### config.mk
export PLATFORM = sky130hd
export DESIGN_NAME = iob_fifo_ram_ctrl
export DESIGN_NICKNAME = d
export VERILOG_FILES = /design/src/rtl/iob_fifo_ram_ctrl.sv
export SDC_FILE = /design/constraint.sdc
export NUM_CORES = 1
export LEC_CHECK = 0
export ABC_AREA = 0
export CELL_PAD_IN_SITES_DETAIL_PLACEMENT = 1
export CELL_PAD_IN_SITES_GLOBAL_PLACEMENT = 1
export CORE_UTILIZATION = 25
export CTS_BUF_LIST = sky130_fd_sc_hd__clkbuf_4
export DETAILED_ROUTE_END_ITERATION = 12
export DONT_BUFFER_PORTS = 1
export PLACE_DENSITY_LB_ADDON = 0.1
export SYNTH_ARGS = -nofsm -noshare
export SYNTH_HDL_FRONTEND = slang
export SYNTH_SLANG_ARGS = --single-unit
### constraint.sdc
create_clock -name clk -period 3.25 [get_ports clk]
set_input_delay 0.4875 -clock clk [delete_from_list [all_inputs] [get_ports clk]]
set_output_delay 0.4875 -clock clk [all_outputs]
set_load 0.02 [all_outputs]
### src/rtl/iob_fifo_ram_ctrl.sv
// FIFO controller for an external dual-port RAM: pointers, occupancy, status flags and the
// RAM port drive. Read data returns from the RAM one cycle after an accepted pop.
module iob_fifo_ram_ctrl #(
  parameter int unsigned DATA_W        = 32,
  parameter int unsigned ADDR_W        = 4,
  parameter int unsigned ALM_FULL_LVL  = (1 << ADDR_W) - 1,
  parameter int unsigned ALM_EMPTY_LVL = 1
) (
  input  logic              clk,
  input  logic              rst,
  input  logic              push,
  input  logic [DATA_W-1:0] push_data,
  input  logic              pop,
  output logic [DATA_W-1:0] pop_data,
  output logic              pop_valid,
  output logic              full,
  output logic              empty,
  output logic              alm_full,
  output logic              alm_empty,
  output logic [ADDR_W:0]   level,
  output logic              overflow,
  output logic              underflow,
  input  logic              clr_err,
  output logic              mem_w_en,
  output logic [ADDR_W-1:0] mem_w_addr,
  output logic [DATA_W-1:0] mem_w_data,
  output logic              mem_r_en,
  output logic [ADDR_W-1:0] mem_r_addr,
  input  logic [DATA_W-1:0] mem_r_data
);

  localparam int unsigned    LvlW     = ADDR_W + 1;
  localparam logic [LvlW-1:0] Depth    = LvlW'(1 << ADDR_W);
  localparam logic [LvlW-1:0] AlmFull  = LvlW'(ALM_FULL_LVL);
  localparam logic [LvlW-1:0] AlmEmpty = LvlW'(ALM_EMPTY_LVL);

  logic [ADDR_W-1:0] wptr_q, rptr_q;
  logic [LvlW-1:0]   level_q, level_d;
  logic              pop_valid_q, overflow_q, underflow_q;
  logic              push_acc, pop_acc;

  assign full      = (level_q == Depth);
  assign empty     = (level_q == '0);
  assign alm_full  = (level_q >= AlmFull);
  assign alm_empty = (level_q <= AlmEmpty);

  // Reset gates acceptance so the RAM sees no access while rst is high.
  assign push_acc = push & ~full & ~rst;
  assign pop_acc  = pop & ~empty & ~rst;

  assign mem_w_en   = push_acc;
  assign mem_w_addr = wptr_q;
  assign mem_w_data = push_data;
  assign mem_r_en   = pop_acc;
  assign mem_r_addr = rptr_q;

  assign pop_data  = mem_r_data;
  assign pop_valid = pop_valid_q;
  assign level     = level_q;
  assign overflow  = overflow_q;
  assign underflow = underflow_q;

  always_comb begin
    level_d = level_q;
    unique case ({push_acc, pop_acc})
      2'b10:   level_d = level_q + LvlW'(1);
      2'b01:   level_d = level_q - LvlW'(1);
      default: level_d = level_q;
    endcase
  end

  always_ff @(posedge clk) begin
    if (rst) begin
      wptr_q      <= '0;
      rptr_q      <= '0;
      level_q     <= '0;
      pop_valid_q <= 1'b0;
      overflow_q  <= 1'b0;
      underflow_q <= 1'b0;
    end else begin
      if (push_acc) wptr_q <= wptr_q + ADDR_W'(1);
      if (pop_acc)  rptr_q <= rptr_q + ADDR_W'(1);
      level_q     <= level_d;
      pop_valid_q <= pop_acc;
      // A new error in the same cycle as clr_err keeps the flag set.
      if (push && full)  overflow_q <= 1'b1;
      else if (clr_err)  overflow_q <= 1'b0;
      if (pop && empty)  underflow_q <= 1'b1;
      else if (clr_err)  underflow_q <= 1'b0;
    end
  end

endmodule

* Word level (Yosys, flattened, before mapping) *
Index checks and enable logic that the tools add are counted.

word-level totals
  output and inout port bits = 86
  logic and storage cells = 32
  input bits = 69
  register bits after elaboration = 16

cells by class
  eq/ne operators = 3
  order comparisons = 2
  bitwise operators = 7
  reductions and logical operators = 6
  add/subtract/negate cells = 4
  muxes and demuxes = 4

operators by type and width
  kind                                                                                 number
  5-bit one-hot mux with 2 select lines                                                1
  4-bit by 1-bit adder with 4-bit output, second input constant                        2
  2-bit nonzero test                                                                   3
  5-bit by 1-bit adder with 5-bit output, second input constant                        1
  5-bit == test, second input constant                                                 1
  5-bit by 4-bit greater-or-equal comparator with 1-bit output, second input constant  1
  5-bit by 1-bit less-or-equal comparator with 1-bit output, second input constant     1
  5-bit zero test                                                                      1
  5-bit by 1-bit subtractor with 5-bit output, second input constant                   1
  1-bit AND                                                                            4
  1-bit 2-to-1 mux                                                                     3
  1-bit inverter                                                                       3
  2-bit by 1-bit == test with 1-bit output, second input constant                      1
  2-bit == test, second input constant                                                 1
  1-bit logical AND                                                                    2

* Longest topological paths before layout *
Gate-level depths: netlist of run 1.

  depth after elaboration = 6
  depth in mapped cells = 10
  mapped depth without buffers = 9

* Worst setup path after synthesis of run 1 *
No wires, ideal clock.

  kind = register to register
  start = register level_q[0] (netlist: level[0])
  end = register level_q[3] (netlist: level[3])
  path buffers = 1
  library setup time = 0.123 ns
  arrival = 3.006 ns
  required time = 3.127 ns
  period minus slack after synthesis = 3.130 ns
  stages on the path, launching flop included = 11
  path slack = 0.120 ns
  path through = dfxtp_1 -> inv_1 -> ha_1 -> or4b_4 -> clkinv_4 -> nor3_1 -> ha_1 -> buf_2 -> or4b_1 -> a21oi_1 -> mux2_1

between the ends
  longest elaborated chain between the ends = 6
  elaborated cells between the ends (all ways) = 14
  classes of those cells = add/sub (2); eq/ne (3); mux (1); bitwise (6); reduce/logical (2)

ends and longest elaborated chain
  item                                                                         RTL line  text
  from (decl)                                                                  38        logic [LvlW-1:0] level_q, level_d;
  from (signal assigned)                                                       83        level_q <= level_d;
  5-bit zero test (*)                                                          43        assign empty = (level_q == '0);
  via empty                                                                    17        output logic empty,
  1-bit inverter (*)                                                           49        assign pop_acc = pop & ~empty & ~rst;
  1-bit AND (*) (2 in series)                                                  49
  via mem_r_en                                                                 27        output logic mem_r_en,
  2-bit by 1-bit == test with 1-bit output or 2-bit == test (tied branches)    65        unique case ({push_acc, pop_acc})
  5-bit one-hot mux with 2 select lines or 2-bit nonzero test (tied branches)  -

The timed path passes the listed nets; every way through them passes the cells marked *.
A chain may end at the register's enable or synchronous reset.

* Final worst setup path of run 1 *
  start = register level_q[1] (netlist: level[1])
  end = register level_q[3] (netlist: level[3])

between the ends
  longest elaborated chain between the ends = 6
  elaborated cells between the ends (all ways) = 14
  classes of those cells = add/sub (2); eq/ne (3); mux (1); bitwise (6); reduce/logical (2)

ends and longest elaborated chain
  item                                                                         RTL line
  5-bit zero test (*)                                                          43
  via empty                                                                    17
  1-bit inverter (*)                                                           49
  1-bit AND (*) (2 in series)                                                  49
  2-bit by 1-bit == test with 1-bit output or 2-bit == test (tied branches)    65
  5-bit one-hot mux with 2 select lines or 2-bit nonzero test (tied branches)  -

Marks and branches as above.

==> results.md, run 1 <==
- Post-CTS resize count: 0
- Detailed placement HPWL: 2.17 mm
- Max stage delay on crit path: 0.46 ns
- Die Ht: 76.7 um
- Number of cells produced by synthesis: 170
- Least-Margin Pin Slew: 0.465 ns
- Die footprint: 5880 um^2
- CP Data Required Time: 3.44 ns
- Ant. Diodes: 0
- P_sw: 0.000196 W
- Clk pwr share: 22.3%
- Clock Latency Late Sink: 0.29 ns
- Rel. slew slack: 68.9%
- Initial drt markers: 22
- Total Routing Usage GR: 9.68%
- Flops & latches, synth: 16
- Multi-input gate area: 531 um^2
- Crit-path most repeated cell: ha_1
- Starting Density: 26.6%
- Vias: 873
- Setup Crit Path Kind: flip-flop to flip-flop
- Congestion Overflow GR: 0
- Reg-to-reg slack, setup: 0.55 ns
- # H-tree levels: 1
- Reg area: 320 um^2
- Fin cells: 180
- Final hold slack: 0.249 ns
- Buf/Inv on CP: 2
- Fin util: 19.8%
- FF-to-FF End: level[3]
- Power Dens Cells: 495 nW/um^2
- Crit path max-delay family: simple AND/OR/NAND/NOR gates
- Mapped cell area: 1390 um^2
- Most common cell after layout, fill and taps aside: dfxtp_1
- Tmin final: 2.70 ns
- Worst VDD drop: 0.140 mV
- Residual DRC count: 0
- Total wire length: 2.82 mm
- Commonest cells after routing, fill and taps aside: dfxtp_1, a21oi_1, nor2_1
- Synth warn: 0
- Startpoint Class: flip-flop
- Die X: 76.7 um
- Crit path launch: level[1]
- Run status: finished clean
- Placed cells: 176
- Flop pwr share: 46.4%
- Vias/cell: 4.85
- Worst setup EP type: flip-flop
- Cell breakdown of the critical path: inv_1 > ha_1 > or4b_4 > clkinv_4 > nor3_1 > ha_1 > or4b_1 > a21oi_1 > mux2_1
- Reg-to-Reg Start: level[1]
- Core area: 5240 um^2
- CTS tree: built
- First-pass GRT wire length: 4.61 mm
- Post-synth EDFFs: 0
- Cell count of the worst hold path: 1
- Max clock buf depth: 2
- Path depth of the worst reg2reg path: 9
- Setup TNS: 0 ns
- Part of the power in combinational logic: 31.2%
- FMAX: 371 MHz
- Pins Over Slew Limit: 0
- Period Utilization, post-route: 82.9%
- # IOs: 155
- CTS Hold Bufs: 0
- Pin count of the biggest net entering global routing: 23
- Hold Path Class: input pin to flip-flop
- Row Count: 26
- Sw Share: 38.3%
- Initial antenna violation count: 0
- Worst hold start: rst
- Vias in the first global route: 873
- Cell variety after synth: 37
- Worst Path Max Fanout: 8
- NumNets Final: 188
- Drt wl/cell: 15.7 um
- Root Driver: clkbuf_4
- Worst EP arrival: 2.89 ns
- Post-DRT Antenna Nets: 0
- Share of layout cells above drive strength 1: 13.6%
- Number of max-cap violations: 0
- Sequential area share after synthesis: 23.0%
- Final setup violation count: 0
- Layout fillers: 621
- Fin. Hold Viols: 0
- CP max-delay cell: or4b_1
- Drt pass-1 iters: 2
- Number of buffers added on ports: 0
- RSZ-0062 raised after global routing: no
- Setup bufs post-CTS: 0
- CTS Buf Count: 3
- Clk pin slew, worst setup/hold paths: 0.11 ns
- Primary FF master, synth: dfxtp_1
- Final Skew: 0.00455 ns
- Worst Hold Endpoint: level[4]
- Routability cong.: 0.692
- Asr flop ratio synth: 0%
- Clock sink count: 16
- Area grow syn2layout: -25.6%
- P_int: 0.000317 W
- Syn avg cell area: 8.20 um^2
- Leak: 0.400 nW
- Synth Net Count: 247
[worst max-delay path by stage]
stage	slack [ns]	cells past startpoint	end
after floorplan	0.12	10	level[3]
after global placement	0.63	7	level[3]
after detailed placement	0.52	7	level[3]
after CTS	0.51	7	level[3]
after global routing	0.35	7	level[3]
final	0.55	9	level[3]
[synthesized netlist by cell type, types with 4 or more instances]
master   instances  share of area, %
dfxtp_1         16                23
nor2b_1          6               2.7
a21oi_1         11               3.9
or3_1            4               1.8
buf_4           64                34
nand3_1          7               2.5
ha_1             8               7.2
nor2_1          10               2.7
[through the flow]
step | total power [W] | instance area [um^2] | setup WS [ns]
finish | 0.000513 | 1040 | 0.555
CTS | 0.000528 | 1040 | 0.506
global route | 0.000552 | 1040 | 0.352
floorplan | 0.000479 | 1390 | 0.120
global placement | 0.000409 | 1010 | 0.630
detailed placement | 0.000408 | 1010 | 0.524
[cell type report]
cell class                 instances  share of cell area (%)
clock inverter                     1                   0.362
sequential                        16                    30.9
multi-input combinational         77                    51.1
inverter                           8                    3.38
tap                               70                    8.44
clock buffer                       3                    2.17
timing repair buffer               5                    3.62
[state kept, by name, summed over array words and instances, names as in the netlist]
| register | count |
|---|---|
| underflow | 1 |
| mem_r_addr | 4 |
| overflow | 1 |
| mem_w_addr | 4 |
| level | 5 |
| pop_valid | 1 |
[metal layers]
metal / share of wire (%) / GRT usage (%) / vias to the layer above
li1: - / - / 379
met1: 38 / 10.2 / 408
met2: 46 / 15.3 / 62
met3: 13 / 6.43 / 24
met4: 3.4 / 3.65 / 0
met5: 0 / 0 / -
[power groups by stage]
stage          clock network, W  logic (W)  registers (W)
2_1_floorplan                 0   0.000228       0.000251
3_3_place_gp                  0   0.000166       0.000243
3_5_place_dp                  0   0.000164       0.000243
4_1_cts                0.000124   0.000165       0.000239
5_1_grt                0.000132   0.000179       0.000241
6_report               0.000115   0.000160       0.000238
[kinds of logic after synthesis]
| group | after synthesis | share of synthesized area [%] |
|---|---|---|
| AND/OR/NAND/NOR | 42 | 17.6 |
| multiplexers | 5 | 4.22 |
| buffers and inverters | 77 | 39.0 |
| flip-flops | 16 | 23.0 |
| AO/OA/AOI/OAI | 20 | 7.81 |
| XOR/XNOR | 2 | 1.26 |
| adder cells (fa/ha/maj) | 8 | 7.18 |
Power figures use the tool's default switching activity.
==> inputs of run 2 (changes only) <==
Clock period 3.25 ns to 2.5 ns, I/O delays scaled along.
==> run 2 against run 1 <==
  * Clock skew up 0.0015 ns
  * Sequential power up 31%
  * Total power up 38%
  * Clock power up 33%
  * Flip-flop and latch count unchanged
  * Non-clock buffer count up 4
  * Die area unchanged
  * Critical path depth unchanged
  * Hold slack worse by 0.12 ns
  * Critical path type unchanged
==> results.md, run 2 (same netlist as run 1, synthesis figures left out) <==
- Die footprint: 5880 um^2
- CP Data Required Time: 2.69 ns
- Period Utilization, post-route: 93.6%
- Detailed placement HPWL: 2.20 mm
- CTS tree: built
- Routability cong.: 0.687
- RSZ-0062 raised after global routing: no
- Final worst setup slack: 0.161 ns
- Placed cells: 180
- Die X: 76.7 um
- Worst EP arrival: 2.53 ns
- Worst setup EP type: flip-flop
- Area grow syn2layout: -20.1%
- Clock sink count: 16
- Pre-CTS setup slack: 0.146 ns
- Row Count: 26
- Fin. Hold Viols: 0
- Flop pwr share: 43.9%
- Clk pin slew, worst setup/hold paths: 0.11 ns
- # H-tree levels: 1
- Starting Density: 26.6%
- Total wire length: 2.93 mm
- Clock Latency Late Sink: 0.30 ns
- Number of max-cap violations: 0
- Pins Over Slew Limit: 0
- Run status: finished clean
- Number of buffers added on ports: 0
- FMAX: 428 MHz
- Residual DRC count: 0
- Drt pass-1 iters: 4
- Final setup violation count: 0
- P_int: 0.000432 W
- CTS Hold Bufs: 0
- Setup Crit Path Kind: flip-flop to flip-flop
- Fin cells: 184
- Total Routing Usage GR: 10.3%
- # IOs: 155
- Part of the power in combinational logic: 34.6%
- Final Skew: 0.00601 ns
- Max reg flops: 5
- Leak: 0.430 nW
- Clk pwr share: 21.5%
- Startpoint Class: flip-flop
- Total power draw: 0.000710 W
- P_sw: 0.000278 W
- Worst Path Max Fanout: 8
- Congestion Overflow GR: 0
- Vias/cell: 4.80
- Commonest cells after routing, fill and taps aside: dfxtp_1, a21oi_1, nor2_1
- Least-Margin Pin Slew: 0.337 ns
- Ant. Diodes: 0
- Initial drt markers: 20
- Post-DRT Antenna Nets: 0
- Most common cell after layout, fill and taps aside: dfxtp_1
- Drt wl/cell: 15.9 um
- Max clock buf depth: 2
- First-pass GRT wire length: 4.69 mm
- Die Ht: 76.7 um
- NumNets Final: 192
- Vias: 883
- Hold Path Class: input pin to flip-flop
- Rel. slew slack: 77.5%
- Worst VDD drop: 0.170 mV
- Post-CTS resize count: 0
- CTS Buf Count: 3
- Initial antenna violation count: 0
- Vias in the first global route: 907
- Pin count of the biggest net entering global routing: 23
- Tmin final: 2.34 ns
- Power Dens Cells: 638 nW/um^2
- Core area: 5240 um^2
- Fin util: 21.3%
- Sw Share: 39.2%
- Share of layout cells above drive strength 1: 22.8%
- Setup bufs post-CTS: 0
- Root Driver: clkbuf_4
## run 2: cell count changes in the layout (fill, tap and decap cells not counted), sizes merged
cell / change
buf: +4
## run 2: critical path, stage by stage, from the launching register on
cell      delay, ns
dfxtp_4        0.37
inv_4          0.05
ha_4           0.15
or4b_4         0.24
clkinv_8       0.08
nor3_4         0.21
ha_2           0.21
or4b_1         0.43
a21oi_1        0.17
mux2_1         0.32
## run 2: path summary, 6_finish.rpt
check	start	to	slack, ns	cells after the start
max	level[1]	level[3]	0.16	9
min	rst	underflow	0.13	1
max reg2reg	level[1]	level[3]	0.16	9
min reg2reg	level[1]	level[1]	0.56	2
## run 2: per-layer routing
metal / up-vias / wire [um] / track usage (%)
met1: 403 / 1230 / 10.7
met5: - / 0 / 0
met4: 0 / 111 / 6.35
li1: 394 / - / -
met2: 66 / 1260 / 15.4
met3: 20 / 329 / 6.43
## run 2: power by group through the flow
stage               Combinational [W]  Clock [W]  Sequential [W]
floorplan                    0.000321          0        0.000333
global placement             0.000250          0        0.000319
detailed placement           0.000250          0        0.000319
CTS                          0.000251   0.000168        0.000313
global route                 0.000274   0.000180        0.000315
finish                       0.000246   0.000153        0.000312
## run 2: stage by stage
stage	setup TNS, ns	hold WS [ns]	instance area, um^2
after floorplan	-0.0812	0.514	1450
after CTS	0	0.109	1110
after detailed placement	0	0.446	1090
after global placement	0	0.444	1090
final	0	0.130	1110
after global routing	0	0.103	1110
## run 2: cell type report
type	instances	area, um^2
fillers	632	4120
inverters	8	47.5
multi-input cells	77	557
clock inverters	1	3.75
well taps	70	87.6
flip-flops and latches	16	328
repair buffers	9	67.6
clock buffers	3	22.5
